[config.mk]
export PLATFORM = sky130hd
export DESIGN_NAME = fir_filter_pipe
export DESIGN_NICKNAME = d
export VERILOG_FILES = /design/src/rtl/fir_pkg.sv /design/src/rtl/fir_round_sat.sv /design/src/rtl/fir_filter_pipe.sv
export SDC_FILE = /design/constraint.sdc
export NUM_CORES = 1
export LEC_CHECK = 0
export BUFFER_PORTS_ARGS = -buffer_cell sky130_fd_sc_hd__buf_2
export CORE_ASPECT_RATIO = 1.25
export CORE_MARGIN = 2
export CORE_UTILIZATION = 30
export DETAILED_ROUTE_END_ITERATION = 8
export SLEW_MARGIN = 30
export SYNTH_ARGS = -nofsm -noshare
export SYNTH_HDL_FRONTEND = slang
export SYNTH_SLANG_ARGS = --single-unit
[constraint.sdc]
create_clock -name clk -period 6.6 [get_ports clk]
set_input_delay 0.66 -clock clk [delete_from_list [all_inputs] [get_ports clk]]
set_output_delay 0.66 -clock clk [all_outputs]
set_load 0.02 [all_outputs]
[src/rtl/fir_pkg.sv]
// Shared sizing and rounding helpers for the pipelined FIR filter.
package fir_pkg;

    function automatic int acc_width(input int data_w, input int coef_w, input int taps);
        return data_w + coef_w + $clog2(taps);
    endfunction

    // Q(frac_w) defaults: 1, 1/2, 1/4, ... down to 2^-frac_w, then zero.
    function automatic int default_coef(input int k, input int frac_w);
        return (k <= frac_w) ? (1 << (frac_w - k)) : 0;
    endfunction

    function automatic longint round_bias(input int frac_w);
        return (frac_w > 0) ? (longint'(1) << (frac_w - 1)) : longint'(0);
    endfunction

    function automatic longint sat_max(input int data_w);
        return (longint'(1) << (data_w - 1)) - 1;
    endfunction

    function automatic longint sat_min(input int data_w);
        return -(longint'(1) << (data_w - 1));
    endfunction

endpackage

[src/rtl/fir_round_sat.sv]
// Combinational round-half-up, arithmetic shift and clamp of the accumulator to the output width.
module fir_round_sat
    import fir_pkg::*;
#(
    parameter int DATA_W = 8,
    parameter int ACC_W  = 18,
    parameter int FRAC_W = 6
) (
    input  logic signed [ACC_W-1:0]  acc,
    output logic signed [DATA_W-1:0] y_next,
    output logic                     sat_next
);
    // One guard bit so adding the rounding bias can never wrap.
    localparam int EXT_W = ACC_W + 1;
    localparam logic signed [EXT_W-1:0] BIAS  = EXT_W'(round_bias(FRAC_W));
    localparam logic signed [EXT_W-1:0] Y_MAX = EXT_W'(sat_max(DATA_W));
    localparam logic signed [EXT_W-1:0] Y_MIN = EXT_W'(sat_min(DATA_W));

    logic signed [EXT_W-1:0] rnd;

    function automatic logic signed [EXT_W-1:0] round_half_up(input logic signed [ACC_W-1:0] a);
        logic signed [EXT_W-1:0] t;
        t = EXT_W'(a) + BIAS;
        return t >>> FRAC_W;
    endfunction

    function automatic logic is_clipped(input logic signed [EXT_W-1:0] r);
        return (r > Y_MAX) || (r < Y_MIN);
    endfunction

    function automatic logic signed [DATA_W-1:0] clamp(input logic signed [EXT_W-1:0] r);
        if (r > Y_MAX)
            return Y_MAX[DATA_W-1:0];
        else if (r < Y_MIN)
            return Y_MIN[DATA_W-1:0];
        else
            return r[DATA_W-1:0];
    endfunction

    always_comb begin
        rnd      = round_half_up(acc);
        y_next   = clamp(rnd);
        sat_next = is_clipped(rnd);
    end

endmodule

[src/rtl/fir_filter_pipe.sv]
// Pipelined direct-form FIR: registered products, registered rounded/saturated sum,
// runtime-writable coefficient bank and a synchronous delay-line clear.
module fir_filter_pipe
    import fir_pkg::*;
#(
    parameter int DATA_W = 8,
    parameter int COEF_W = 8,
    parameter int TAPS   = 4,
    parameter int FRAC_W = 6,
    parameter int ADDR_W = 2
) (
    input  logic                     clk,
    input  logic                     rst,
    input  logic                     clr,
    input  logic                     in_valid,
    input  logic signed [DATA_W-1:0] x,
    input  logic                     coef_we,
    input  logic [ADDR_W-1:0]        coef_addr,
    input  logic signed [COEF_W-1:0] coef_wdata,
    output logic                     out_valid,
    output logic signed [DATA_W-1:0] y,
    output logic                     sat
);
    localparam int ACC_W  = acc_width(DATA_W, COEF_W, TAPS);
    localparam int PROD_W = DATA_W + COEF_W;

    logic signed [COEF_W-1:0] coef    [TAPS];
    logic signed [DATA_W-1:0] dly_p0  [TAPS-1];
    logic signed [DATA_W-1:0] tap_p0  [TAPS];
    logic signed [PROD_W-1:0] prod_p1 [TAPS];
    logic                     vld_p1;
    logic signed [ACC_W-1:0]  acc_p1;
    logic signed [DATA_W-1:0] y_next;
    logic                     sat_next;

    // Full-width signed product: -2^(DATA_W-1) * -2^(COEF_W-1) still fits.
    function automatic logic signed [PROD_W-1:0] mul(input logic signed [DATA_W-1:0] a,
                                                     input logic signed [COEF_W-1:0] b);
        return PROD_W'(a) * PROD_W'(b);
    endfunction

    always_comb begin
        tap_p0[0] = x;
        for (int k = 1; k < TAPS; k++)
            tap_p0[k] = dly_p0[k-1];
    end

    always_ff @(posedge clk or negedge rst) begin
        if (!rst) begin
            for (int k = 0; k < TAPS; k++)
                coef[k] <= COEF_W'(default_coef(k, FRAC_W));
        end else if (coef_we) begin
            for (int k = 0; k < TAPS; k++)
                if (32'(coef_addr) == k)
                    coef[k] <= coef_wdata;
        end
    end

    // Stage 0 -> 1: delay line shift and tap multiplies, both only on accepted samples.
    always_ff @(posedge clk or negedge rst) begin
        if (!rst) begin
            for (int k = 0; k < TAPS-1; k++)
                dly_p0[k] <= '0;
            for (int k = 0; k < TAPS; k++)
                prod_p1[k] <= '0;
            vld_p1 <= 1'b0;
        end else if (clr) begin
            for (int k = 0; k < TAPS-1; k++)
                dly_p0[k] <= '0;
            vld_p1 <= 1'b0;
        end else begin
            vld_p1 <= in_valid;
            if (in_valid) begin
                dly_p0[0] <= x;
                for (int k = 1; k < TAPS-1; k++)
                    dly_p0[k] <= dly_p0[k-1];
                for (int k = 0; k < TAPS; k++)
                    prod_p1[k] <= mul(tap_p0[k], coef[k]);
            end
        end
    end

    always_comb begin
        acc_p1 = '0;
        for (int k = 0; k < TAPS; k++)
            acc_p1 = acc_p1 + ACC_W'(prod_p1[k]);
    end

    fir_round_sat #(
        .DATA_W (DATA_W),
        .ACC_W  (ACC_W),
        .FRAC_W (FRAC_W)
    ) u_round_sat (
        .acc      (acc_p1),
        .y_next   (y_next),
        .sat_next (sat_next)
    );

    // Stage 1 -> 2: output register; y and sat hold across bubbles and clears.
    always_ff @(posedge clk or negedge rst) begin
        if (!rst) begin
            out_valid <= 1'b0;
            y         <= '0;
            sat       <= 1'b0;
        end else begin
            out_valid <= vld_p1 && !clr;
            if (vld_p1 && !clr) begin
                y   <= y_next;
                sat <= sat_next;
            end
        end
    end

endmodule

# [Word level (Yosys, flattened, before mapping)]
# Cells that the tools add are included.
[totals] word_cells=44 register_bits=131
[classes] order_cmp=2 bitwise=1 eq_ne=3 reduce_logical=10 n_addsub=4 mul=4 muxes=5
[ops] op="$mul A8 B8 Y16" n=4
[ops] op="$mux W24" n=2
[ops] op="$add A18 B7 Y19 const B" n=1
[ops] op="$add A17 B16 Y18" n=1
[ops] op="$add A18 B16 Y18" n=1
[ops] op="$add A16 B16 Y17" n=1
[ops] op="$mux W8" n=2
[ops] op="$gt A13 B8 Y1 const B" n=1
[ops] op="$lt A13 B8 Y1 const B" n=1
[ops] op="$reduce_and A2 Y1" n=5
[ops] op="$eq A2 B2 Y1 const B" n=2
[ops] op="$eq A2 B1 Y1 const B" n=1
[ops] op="$logic_not A2 Y1" n=1
[ops] op="$reduce_bool A2 Y1" n=1
[ops] op="$logic_and A1 B1 Y1" n=1
[ops] op="$logic_not A1 Y1" n=1
[ops] op="$logic_or A1 B1 Y1" n=1
[ops] op="$mux W1" n=1
[ops] op="$not A1 Y1" n=1

# [Longest topological paths before layout]
[depth] ltp_word=7 depth_mapped=19 ltp_nobuf=18

# [Modules after synthesis]
# A second synthesis with hierarchy kept.
[unflattened] hier_cells=1708 area_unflattened_um2=16595.9
[by_module_without_submodules] mod="fir_filter_pipe" instances=1 area_per_inst_um2=16281.9 cells_each=1666 seq_area_each_um2=3283.1
[by_module_without_submodules] mod="fir_round_sat" instances=1 area_per_inst_um2=314.1 cells_each=42 seq_area_each_um2=0.0

# [Least setup slack after synthesis]
# Ideal clock, no wire load.
[synth_path] kind="input to register" from="input x[5]" to="register prod_p1[63] (netlist bit)" arrival_ns=4.458 n_path_buf=1 slack_ns=2.007 cell_stages=17 setup_time_ns=0.134 path_cell_list="clkbuf_1 nand2_1 fa_1 fa_1 inv_1 fa_1 inv_1 fa_1 inv_1 ha_1 inv_1 o21ai_0 a221oi_1 o21ai_0 o41ai_1 xnor2_1 o21ai_0"
[synth_via] elab_chain_cells=1
[synth_rtl] element="from (decl)" line="fir_filter_pipe.sv:16" source="input logic signed [DATA_W-1:0] x,"
[synth_rtl] element="$mul A8 B8 Y16" line="fir_filter_pipe.sv:39" source="return PROD_W'(a) * PROD_W'(b);"
[synth_rtl] element="to (signal, indexed assignment)" line="fir_filter_pipe.sv:78" source="prod_p1[k] <= mul(tap_p0[k], coef[k]);"
[synth_rtl] element="to (decl)" line="fir_filter_pipe.sv:30" source="logic signed [PROD_W-1:0] prod_p1 [TAPS];"
# No other way between the ends.
# A chain may end at the register's enable or synchronous reset.

# [Final worst setup path]
[layout_path] from="register dly_p0[14] (netlist bit)" to="register prod_p1[31] (netlist bit)"
[layout_via] elab_chain_cells=1
[layout_rtl] element="from (decl)" line="fir_filter_pipe.sv:28" source="logic signed [DATA_W-1:0] dly_p0 [TAPS-1];"
[layout_rtl] element="from (signal, indexed assignment)" line="fir_filter_pipe.sv:76" source="dly_p0[k] <= dly_p0[k-1];"
[layout_rtl] element="$mul A8 B8 Y16" line="fir_filter_pipe.sv:39"
# No other way between the ends.

==> impl_metrics.ini <==
[finish]
syn2layout_area_growth_pct = 9.24
regArea_um2 = 3280
layout-drive-gt1-share_pct = 6.89
fillers = 5493
finalNetCount = 2122
multi_input_area_um2 = 11600
most-common-layout-cells = inv_1, fa_1, nand2_1
final_common_cell = inv_1
diodes = 0

[floorplanning]
die_area_um2 = 56400
start_util_pct = 30.4
core-area_um2 = 53800
die_h_um = 265
ios = 33
fp.dieW_um = 213
rows = 95

[sta]
rsz0062_at_grt = no
tightest_slew_ps = 812
min_period_over_period_pct = 70.9
clock_skew_ps = 10.8
timing.fmax_mhz = 214
max_slew_margin_pct = 45.8
whs_ps = 257
period_minus_slack_ps = 4680
setup_viol = 0
timing_hold_violations_final = 0
maxSlewViolCount = 0
tns_ps = 0

[synthesis]
yosysWarnings = 0
ys_ff_latch = 131
async_reset_ff_share_pct = 100
synth-edff-count = 0
synth_top_area_share_pct = 30.8
ys_types = 56
synth_seq_area_share_pct = 20.1
synth_cells = 1692
synth_area_leaders = fa_1, dfrtp_1, ha_1, inv_1, and2_1
ys.flop_type = dfrtp_1
netlist_area_um2 = 16400
yosys.area.top_type = fa_1
avgSynthCellArea_um2 = 9.67
synth_fp_nets = 2114

[detailed_routing]
viasPerCell = 4.56
drcViolationCount = 0
drt-initial-drc-count = 481
drtPass1Iterations = 5
wire_per_inst_um = 15.1
wl_um = 36800
vias = 11100
postRouteAntennaNets = 0

[worst_setup_path]
start_kind = register
critical_path_buf_inv_count = 5
critPathTopFamily = adder cells
max_stage_delay_ps = 530
required_ps = 6890
path_max_fanout = 10
path_class = register to register
r2r-start = dly_p0[14]$_DFFE_PN0P_
critical_path_cell_count = 17
slowest_stage = fa_1
regToRegEndpoint = prod_p1[31]$_DFFE_PN0P_
crit_arrival_ps = 4960
cp_cell_sequence = and2_1 > fa_1 > inv_1 > fa_1 > inv_1 > fa_1 > inv_1 > fa_1 > inv_1 > ha_1 > inv_1 > o21a_1 > o21ai_0 > a41oi_1 > a21oi_1 > xnor2_1 > o21ai_0
cp-end-kind = register
r2r_slack_ps = 1920
crit_top_cell = inv_1
reg2regPathDepth = 17

[power_and_ir_drop]
ir_worst_vdd_uv = 343
cellPowerDensity_nw_per_um2 = 444
leakage_nw = 8.54

[cts]
clk_latency_ps = 450
cts_max_path_buffers = 2
hold_buffers = 0
clock-root-buffer = clkbuf_16
clkTransAtPathRegs_ps = 70
numCtsBuffers = 17
post_cts_resized = 0
cts.sinks = 131
cts_tree = yes
post_cts_buffers = 0
htree_levels = 4

[hold_path]
holdCritPathClass = input pin to asynchronous set/reset pin

[flow_run]
drv_cap = 0

[global_route]
grt_pass1_vias = 12200
grt_max_degree = 92
overflow = 0
track_usage_pct = 14.0
grt_pass1_wl_um = 62100
antenna_found_initial = 0

[placed_design]
gp_congestion = 0.819
place.port_buffers = 32
hpwlAfterDp_um = 30400

[status]
outcome = finished, final reports clean
synthesized netlist by cell type, drive strengths merged, types with 5 or more instances:
cell type,n
clkbuf,46
o21a,22
dfrtp,127
o211ai,5
and3,5
mux2,31
nor2b,7
nand3b,7
and2,148
xnor2,47
inv,357
o31ai,12
ha,147
a211oi,6
nor2,42
nand2b,33
nand2,155
o21ai,76
o21bai,5
fa,252
a21oi,32
mux2i,31
nor3,18
nor3b,5
nand3,16
xor2,11
how the worst max path moves through the flow:
stage	endpoint	slack, ps	from
floorplan	prod_p1[63]$_DFFE_PN0P_	2010	x[5]
global placement	prod_p1[63]$_DFFE_PN0P_	1710	x[6]
detailed placement	prod_p1[63]$_DFFE_PN0P_	1650	x[6]
CTS	prod_p1[63]$_DFFE_PN0P_	1930	coef[24]$_DFFE_PN0P_
global route	prod_p1[63]$_DFFE_PN0P_	1550	coef[25]$_DFFE_PN0P_
finish	prod_p1[31]$_DFFE_PN0P_	1920	dly_p0[14]$_DFFE_PN0P_
cell type report:
type | instances | area share (%)
flip-flops and latches | 131 | 18.4
clock inverters | 14 | 0.749
repair buffers | 38 | 1.20
clock buffers | 18 | 2.46
multi-input cells | 1154 | 64.6
inverters | 358 | 7.52
well taps | 727 | 5.09
cell families after synthesis:
family	Yosys count	share of synthesized area [%]
muxes	62	4.03
xor gates and xnor gates	58	3.10
adders and majority gates	399	42.1
AOI/OAI and AO/OA	185	7.10
and+or+nand+nor	450	14.3
buffers and inverters	407	9.38
DFF	131	20.1
sequential cells by signal (all words and copies together) (netlist names):
signal,flops
coef,32
dly_p0,24
out_valid,1
prod_p1,64
sat,1
vld_p1,1
y,8
stage by stage:
stage               worst slack (ps)  instances  power [mW]  utilization, %  cell area (µm²)
detailed placement              1650       2408        7.06            32.1            17300
CTS                             1930       2440        8.04            33.2            17900
global route                    1550       2440        8.85            33.2            17900
finish                          1920       2440        7.93            33.2            17900
global placement                1710       2408        6.89            32.1            17300
floorplan                       2010       1692        5.72               -            16400
routing by layer:
metal  share of wire [%]  vias to the layer above  GRT usage [%]
met5                   0                        -              0
met4                 3.1                        0           5.52
met3                 3.3                       44           1.85
met2                  51                      170           24.8
met1                  43                     5653           17.1
li1                    -                     5264              -
where the power goes:
group / internal [mW] / total, mW / switching, mW
Combinational: 2.48 / 5.71 / 3.23
Clock: 0.510 / 0.937 / 0.427
Sequential: 1.02 / 1.28 / 0.264
Total: 4.01 / 7.93 / 3.92
(Power assumes the default switching activity.)
